## src/rtl/pipeline_ctrl_unit_pkg.sv

```systemverilog
// Shared definitions for the pipeline stall/flush sequencer: controller
// state encoding and default sizing of the divider sequence and counters.
package pipeline_ctrl_unit_pkg;

    // Controller state encoding
    localparam logic [1:0] ST_RUN_ENC  = 2'd0;
    localparam logic [1:0] ST_DIV_ENC  = 2'd1;
    localparam logic [1:0] ST_HALT_ENC = 2'd2;

    typedef enum logic [1:0] {
        ST_RUN  = ST_RUN_ENC,
        ST_DIV  = ST_DIV_ENC,
        ST_HALT = ST_HALT_ENC
    } ctrl_state_e;

    // Divider latency from launch to result valid (must be >= 2)
    localparam int DIV_CYCLES_DEF = 32;

    // Width of the performance counters
    localparam int CNT_BITS_DEF = 32;

endpackage

```

## src/rtl/pipeline_ctrl_unit_div_seq_counter.sv

```systemverilog
// Divider occupancy counter: loaded when the divider launches, counts down
// once per enabled cycle and flags the cycle in which the result is ready.
module pipeline_ctrl_unit_div_seq_counter #(
    parameter int W = 5
) (
    input  logic         clk_i,
    input  logic         reset_i,
    input  logic         load_i,
    input  logic [W-1:0] load_val_i,
    input  logic         dec_i,
    output logic         last_o
);

    logic [W-1:0] cnt_q;
    logic [W-1:0] cnt_d;

    // Load has priority over decrement; never decrement below zero
    always_comb begin
        cnt_d = cnt_q;
        if (load_i) begin
            cnt_d = load_val_i;
        end else if (dec_i && (cnt_q != '0)) begin
            cnt_d = cnt_q - W'(1);
        end
    end

    // Count register
    always_ff @(posedge clk_i) begin
        if (reset_i) begin
            cnt_q <= '0;
        end else begin
            cnt_q <= cnt_d;
        end
    end

    assign last_o = (cnt_q == W'(1));

endmodule

```

## src/rtl/pipeline_ctrl_unit.sv

```systemverilog
// Central stall/flush sequencer for the F/D/E/M pipeline. Resolves data
// hazards, E-stage redirects, divider occupancy, data-memory busy and the
// EBREAK halt into one prioritised set of stage controls, and keeps
// saturating stall/flush performance counters.
//
// Priority, highest first: HALT > M_busy_i > DIV > mispredict > dataHazard.
// Stage controls are combinational from the registered state and inputs.
module pipeline_ctrl_unit
    import pipeline_ctrl_unit_pkg::*;
#(
    parameter int DIV_CYCLES = DIV_CYCLES_DEF,
    parameter int CNT_BITS   = CNT_BITS_DEF
) (
    input  logic                clk_i,
    input  logic                reset_i,
    input  logic                dataHazard_i,
    input  logic                E_mispredict_i,
    input  logic                E_isDIV_i,
    input  logic                M_busy_i,
    input  logic                E_isEBREAK_i,
    input  logic                resume_i,
    output logic                F_stall_o,
    output logic                D_stall_o,
    output logic                D_flush_o,
    output logic                E_stall_o,
    output logic                E_flush_o,
    output logic                M_stall_o,
    output logic                div_start_o,
    output logic                div_valid_o,
    output logic                halted_o,
    output logic [CNT_BITS-1:0] stallCount_o,
    output logic [CNT_BITS-1:0] flushCount_o
);

    localparam int CW = $clog2(DIV_CYCLES);
    localparam logic [CW-1:0] DIV_LOAD = CW'(DIV_CYCLES - 1);

    ctrl_state_e state_q;
    ctrl_state_e state_d;

    logic cnt_load;
    logic cnt_dec;
    logic cnt_last;
    logic flush_evt;

    logic [CNT_BITS-1:0] stall_cnt_q;
    logic [CNT_BITS-1:0] stall_cnt_d;
    logic [CNT_BITS-1:0] flush_cnt_q;
    logic [CNT_BITS-1:0] flush_cnt_d;

    pipeline_ctrl_unit_div_seq_counter #(
        .W (CW)
    ) u_div_cnt (
        .clk_i      (clk_i),
        .reset_i    (reset_i),
        .load_i     (cnt_load),
        .load_val_i (DIV_LOAD),
        .dec_i      (cnt_dec),
        .last_o     (cnt_last)
    );

    // Priority mux: next state and all stage controls
    always_comb begin
        state_d     = state_q;
        F_stall_o   = 1'b0;
        D_stall_o   = 1'b0;
        D_flush_o   = 1'b0;
        E_stall_o   = 1'b0;
        E_flush_o   = 1'b0;
        M_stall_o   = 1'b0;
        div_start_o = 1'b0;
        div_valid_o = 1'b0;
        cnt_load    = 1'b0;
        cnt_dec     = 1'b0;
        flush_evt   = 1'b0;

        if (reset_i) begin
            // Squash both front-end registers while held in reset
            D_flush_o = 1'b1;
            E_flush_o = 1'b1;
        end else begin
            case (state_q)
                ST_HALT: begin
                    F_stall_o = 1'b1;
                    D_stall_o = 1'b1;
                    E_stall_o = 1'b1;
                    M_stall_o = 1'b1;
                    if (resume_i) begin
                        state_d = ST_RUN;
                    end
                end

                ST_DIV: begin
                    if (M_busy_i) begin
                        // Divider keeps running, but the result cannot
                        // retire while M is frozen: hold at the last cycle.
                        F_stall_o = 1'b1;
                        D_stall_o = 1'b1;
                        E_stall_o = 1'b1;
                        M_stall_o = 1'b1;
                        cnt_dec   = !cnt_last;
                    end else if (cnt_last) begin
                        // Result retires in E; the DIV in E is consumed so
                        // no relaunch is possible from this cycle.
                        div_valid_o = 1'b1;
                        cnt_dec     = 1'b1;
                        state_d     = ST_RUN;
                    end else begin
                        F_stall_o = 1'b1;
                        D_stall_o = 1'b1;
                        E_stall_o = 1'b1;
                        M_stall_o = 1'b1;
                        cnt_dec   = 1'b1;
                    end
                end

                default: begin
                    if (M_busy_i) begin
                        F_stall_o = 1'b1;
                        D_stall_o = 1'b1;
                        E_stall_o = 1'b1;
                        M_stall_o = 1'b1;
                    end else if (E_isEBREAK_i) begin
                        D_flush_o = 1'b1;
                        E_flush_o = 1'b1;
                        state_d   = ST_HALT;
                    end else if (E_isDIV_i) begin
                        F_stall_o   = 1'b1;
                        D_stall_o   = 1'b1;
                        E_stall_o   = 1'b1;
                        M_stall_o   = 1'b1;
                        div_start_o = 1'b1;
                        cnt_load    = 1'b1;
                        state_d     = ST_DIV;
                    end else if (E_mispredict_i) begin
                        // Redirect wins; any decode hazard dies with the
                        // squashed instruction.
                        D_flush_o = 1'b1;
                        E_flush_o = 1'b1;
                        flush_evt = 1'b1;
                    end else if (dataHazard_i) begin
                        F_stall_o = 1'b1;
                        D_stall_o = 1'b1;
                        E_flush_o = 1'b1;
                    end
                end
            endcase
        end
    end

    // Saturating performance counter updates
    always_comb begin
        stall_cnt_d = stall_cnt_q;
        flush_cnt_d = flush_cnt_q;
        if (F_stall_o && (stall_cnt_q != '1)) begin
            stall_cnt_d = stall_cnt_q + CNT_BITS'(1);
        end
        if (flush_evt && (flush_cnt_q != '1)) begin
            flush_cnt_d = flush_cnt_q + CNT_BITS'(1);
        end
    end

    // Controller state register
    always_ff @(posedge clk_i) begin
        if (reset_i) begin
            state_q <= ST_RUN;
        end else begin
            state_q <= state_d;
        end
    end

    // Performance counter registers
    always_ff @(posedge clk_i) begin
        if (reset_i) begin
            stall_cnt_q <= '0;
            flush_cnt_q <= '0;
        end else begin
            stall_cnt_q <= stall_cnt_d;
            flush_cnt_q <= flush_cnt_d;
        end
    end

    assign halted_o     = (state_q == ST_HALT) && !reset_i;
    assign stallCount_o = stall_cnt_q;
    assign flushCount_o = flush_cnt_q;

endmodule

```

## config.mk

```make
export PLATFORM = sky130hd
export DESIGN_NAME = pipeline_ctrl_unit
export DESIGN_NICKNAME = d
export VERILOG_FILES = /design/src/rtl/pipeline_ctrl_unit_pkg.sv /design/src/rtl/pipeline_ctrl_unit_div_seq_counter.sv /design/src/rtl/pipeline_ctrl_unit.sv
export SDC_FILE = /design/constraint.sdc
export NUM_CORES = 1
export LEC_CHECK = 0
export BUFFER_PORTS_ARGS = -buffer_cell sky130_fd_sc_hd__clkbuf_2
export CELL_PAD_IN_SITES_DETAIL_PLACEMENT = 0
export CELL_PAD_IN_SITES_GLOBAL_PLACEMENT = 1
export CORE_ASPECT_RATIO = 1.4
export CORE_MARGIN = 2
export CORE_UTILIZATION = 41
export CTS_CLUSTER_SIZE = 14
export DETAILED_ROUTE_END_ITERATION = 12
export GPL_TIMING_DRIVEN = 0
export HOLD_SLACK_MARGIN = 0.12
export PLACE_DENSITY = 0.84
export SYNTH_ARGS = -nofsm -noshare
export SYNTH_HDL_FRONTEND = slang
export SYNTH_SLANG_ARGS = --single-unit
```

## constraint.sdc

```tcl
create_clock -name clk_i -period 4.2 [get_ports clk_i]
set_clock_uncertainty 0.2 [all_clocks]
set_input_delay 1.05 -clock clk_i [delete_from_list [all_inputs] [get_ports clk_i]]
set_output_delay 1.05 -clock clk_i [all_outputs]
set_load 0.005 [all_outputs]
```

==> impl_metrics.py <==
metrics = {
    "grt": {
        "grt_use_total": 0.223,
        "grt_use_met2": 0.375,
        "met3_usage": 0.0495,
        "antenna_found_initial": 0,
        "grt_pass1_wl_um": 18600,
        "grt_overflow_total": 0,
        "grt_pass1_vias": 3770,
        "met1_usage": 0.273,
        "grt_max_degree": 12,
        "gr-max-usage-layer": "met2",
    },
    "critical_path": {
        "slowest_stage": "clkbuf_2",
        "cp.required_ns": 2.95,
        "crit_fanout": 19,
        "worstPathCellList": "clkbuf_2 -> nor4b_1 -> a21oi_1 -> nand3_2 -> clkbuf_2 -> inv_1 -> buf_4 -> clkbuf_2",
        "worstSetupEndpointType": "output port",
        "cp_common_cell": "clkbuf_2",
        "path_class": "input port to output port",
        "critPathLaunchType": "input port",
        "critPathBufInv": 5,
        "slowest_delay_ns": 0.35,
        "arrival_ns": 2.73,
        "critPathTopFamily": "buffers and inverters",
    },
    "run_status": {
        "status": "finished clean",
    },
    "final_layout": {
        "final_util": 0.509,
        "n_antenna_cell": 0,
        "finalNonFillerCells": 684,
        "nNetsFinal": 583,
        "mostFrequentLayoutCells": "clkbuf_2, dfxtp_1, a21oi_1",
        "n_fill_cell": 924,
        "mostFrequentLayoutCell": "clkbuf_2",
        "syn_to_final_growth_pct": 21.3,
        "drive_gt1_frac": 0.218,
    },
    "floorplan": {
        "fp.dieArea_um2": 10400,
        "die_w_um": 86.9,
        "rows": 42,
        "fp.dieH_um": 120,
        "core_um2": 9410,
        "io-pin-count": 81,
        "start_util": 0.420,
    },
    "power_and_ir_drop": {
        "p_switching_uw": 373,
        "clock_power_share": 0.479,
        "p_int_uw": 1200,
        "combPwrFrac": 0.082,
        "p_leak_uw": 0.00173,
        "p_per_area_nw_per_um2": 329,
        "switching_share": 0.237,
        "vdd.ir_drop.worst_mv": 0.217,
        "p_seq_frac": 0.438,
    },
    "synth": {
        "syn-num-nets": 493,
        "synthCells": 479,
        "yosys_warnings": 0,
        "synth_edf_count": 0,
        "ys_seq_area_frac": 0.360,
        "ys.flop_type": "dfxtp_1",
        "async_flop_share": 0,
        "synth_area_um2": 3950,
        "syn_avg_cell_area_um2": 8.24,
        "synth_cell_types": 50,
        "synth_seq_cells": 71,
    },
    "clock_network": {
        "insertion_delay_ns": 0.33,
        "cts_tree": "done",
        "cts_made_buffers": 9,
        "cts_root_buffer": "clkbuf_16",
        "clock_sinks": 71,
        "h-tree-depth": 3,
        "hold_buffers": 0,
        "cts_buffer_depth": 2,
        "path_clk_slew_ns": 0.05,
    },
    "detailed_routing": {
        "vias_per_cell": 5.96,
        "drc_errors": 0,
        "avgRoutedWirePerCell_um": 16.5,
        "drt-pass1-iter-count": 4,
        "first_iter_violations": 228,
        "ant_nets": 0,
        "totalWireLength_um": 11300,
        "via_count": 4077,
    },
    "timing": {
        "setup_viol": 0,
        "final.min_clock_period_ns": 3.98,
        "slew_headroom": 0.516,
        "drv_slew": 0,
        "whs_ns": 0.298,
        "grt_setup_unrepaired": "false",
        "clock.fmax_ghz": 0.251,
        "final_hold_viol_count": 0,
        "tightestPinTransition_ns": 0.719,
        "fin_crit_sh": 0.949,
    },
    "place": {
        "io_buffers": 80,
        "hpwlAfterDp_um": 8380,
        "dpl.cell_count": 669,
        "routabilityCongestion": 0.914,
    },
    "worst_hold_path": {
        "hold_class": "flip-flop to flip-flop",
    },
    "flow_run": {
        "maxCapViolCount": 0,
    },
}
==> through the flow <==
step / setup slack [ns] / setup TNS [ns] / power (uW) / area, um2
global route: 0.0741 / 0 / 1640 / 4790
finish: 0.215 / 0 / 1580 / 4790
CTS: 0.123 / 0 / 1600 / 4790
detailed placement: -0.390 / -0.668 / 833 / 4480
global placement: -0.394 / -0.675 / 831 / 4480
floorplan: 0.479 / 0 / 786 / 3950
==> metal layers <==
metal  share of wire  vias up
met5               0        -
met4           0.016        0
met3           0.056       14
met2            0.51      128
met1            0.42     1902
li1                -     2033
==> final timing paths <==
kind	from	endpoint	slack, ns	depth (start not counted)
setup / recovery	M_busy_i	F_stall_o	0.22	8
hold / removal	u_div_cnt.cnt_q[4]$_SDFFE_PP0P_	u_div_cnt.cnt_q[4]$_SDFFE_PP0P_	0.30	2
setup reg to reg	stallCount_o[0]$_SDFFE_PP0P_	stallCount_o[0]$_SDFFE_PP0P_	0.97	9
hold reg to reg	u_div_cnt.cnt_q[4]$_SDFFE_PP0P_	u_div_cnt.cnt_q[4]$_SDFFE_PP0P_	0.30	2
==> area by class of cell <==
class / instances / area, um2 / area share
multi-input combinational: 367 / 2350 / 0.492
inverter: 17 / 63.8 / 0.0133
buffer: 23 / 116 / 0.0243
tap: 110 / 138 / 0.0288
sequential: 71 / 1420 / 0.297
clock buffer: 12 / 246 / 0.0515
clock inverter: 4 / 45.0 / 0.00941
timing repair buffer: 80 / 400 / 0.0837
==> synth_stat cells (all sizes together), types with 11 or more instances <==
library cell / instances / area [um2]
o21ai: 15 / 75.1
o41ai: 11 / 96.3
nand3: 28 / 140
nor3: 12 / 60.1
nand4: 21 / 138
nand2: 37 / 139
nor4: 12 / 90.1
clkbuf: 15 / 56.3
o31ai: 20 / 155
dfxtp: 71 / 1420
or3: 13 / 82.6
nor2: 28 / 105
or4: 28 / 215
inv: 17 / 63.8
a21oi: 46 / 230
==> repair_timing <==
action | CTS | global route
endpoints found under the setup margin | 2 | 1
pin swaps | 0 | 0
resized for setup | 5 | 0
setup buffers | 0 | 0
==> sequential cells by signal, summed over array words and instances (netlist names) <==
| register | count |
|---|---|
| u_div_cnt.cnt_q | 5 |
| stallCount_o | 32 |
| flushCount_o | 32 |
| state_q | 2 |
==> kinds of logic (layout without fill, tap and decap cells) <==
| logic type | count (synthesis) | count (layout) | share of synthesized area |
|---|---|---|---|
| AND/OR/NAND/NOR | 228 | 228 | 0.339 |
| multiplexers | 10 | 10 | 0.0282 |
| buffers and inverters | 41 | 136 | 0.0460 |
| flip-flops | 71 | 71 | 0.360 |
| AO/OA/AOI/OAI | 114 | 114 | 0.188 |
| XOR/XNOR | 9 | 9 | 0.0200 |
| adder cells (fa/ha/maj) | 6 | 6 | 0.0190 |
==> power groups by stage <==
stage | logic [uW] | clock network (uW) | registers (uW)
floorplan | 81.9 | 0 | 704
global placement | 126 | 0 | 705
detailed placement | 128 | 0 | 705
CTS | 132 | 775 | 691
global route | 145 | 804 | 692
finish | 130 | 755 | 691
==> worst reg2reg max path, delay by kind of cell (launching register included) <==
kind                     cells  cell delay [ns]
AO/OA/AOI/OAI                2             0.25
adder cells (fa/ha/maj)      1             0.33
AND/OR/NAND/NOR              2             0.93
buffers and inverters        4             1.04
flip-flops                   1             0.41
Note: power is estimated with default switching activity, not from simulation.
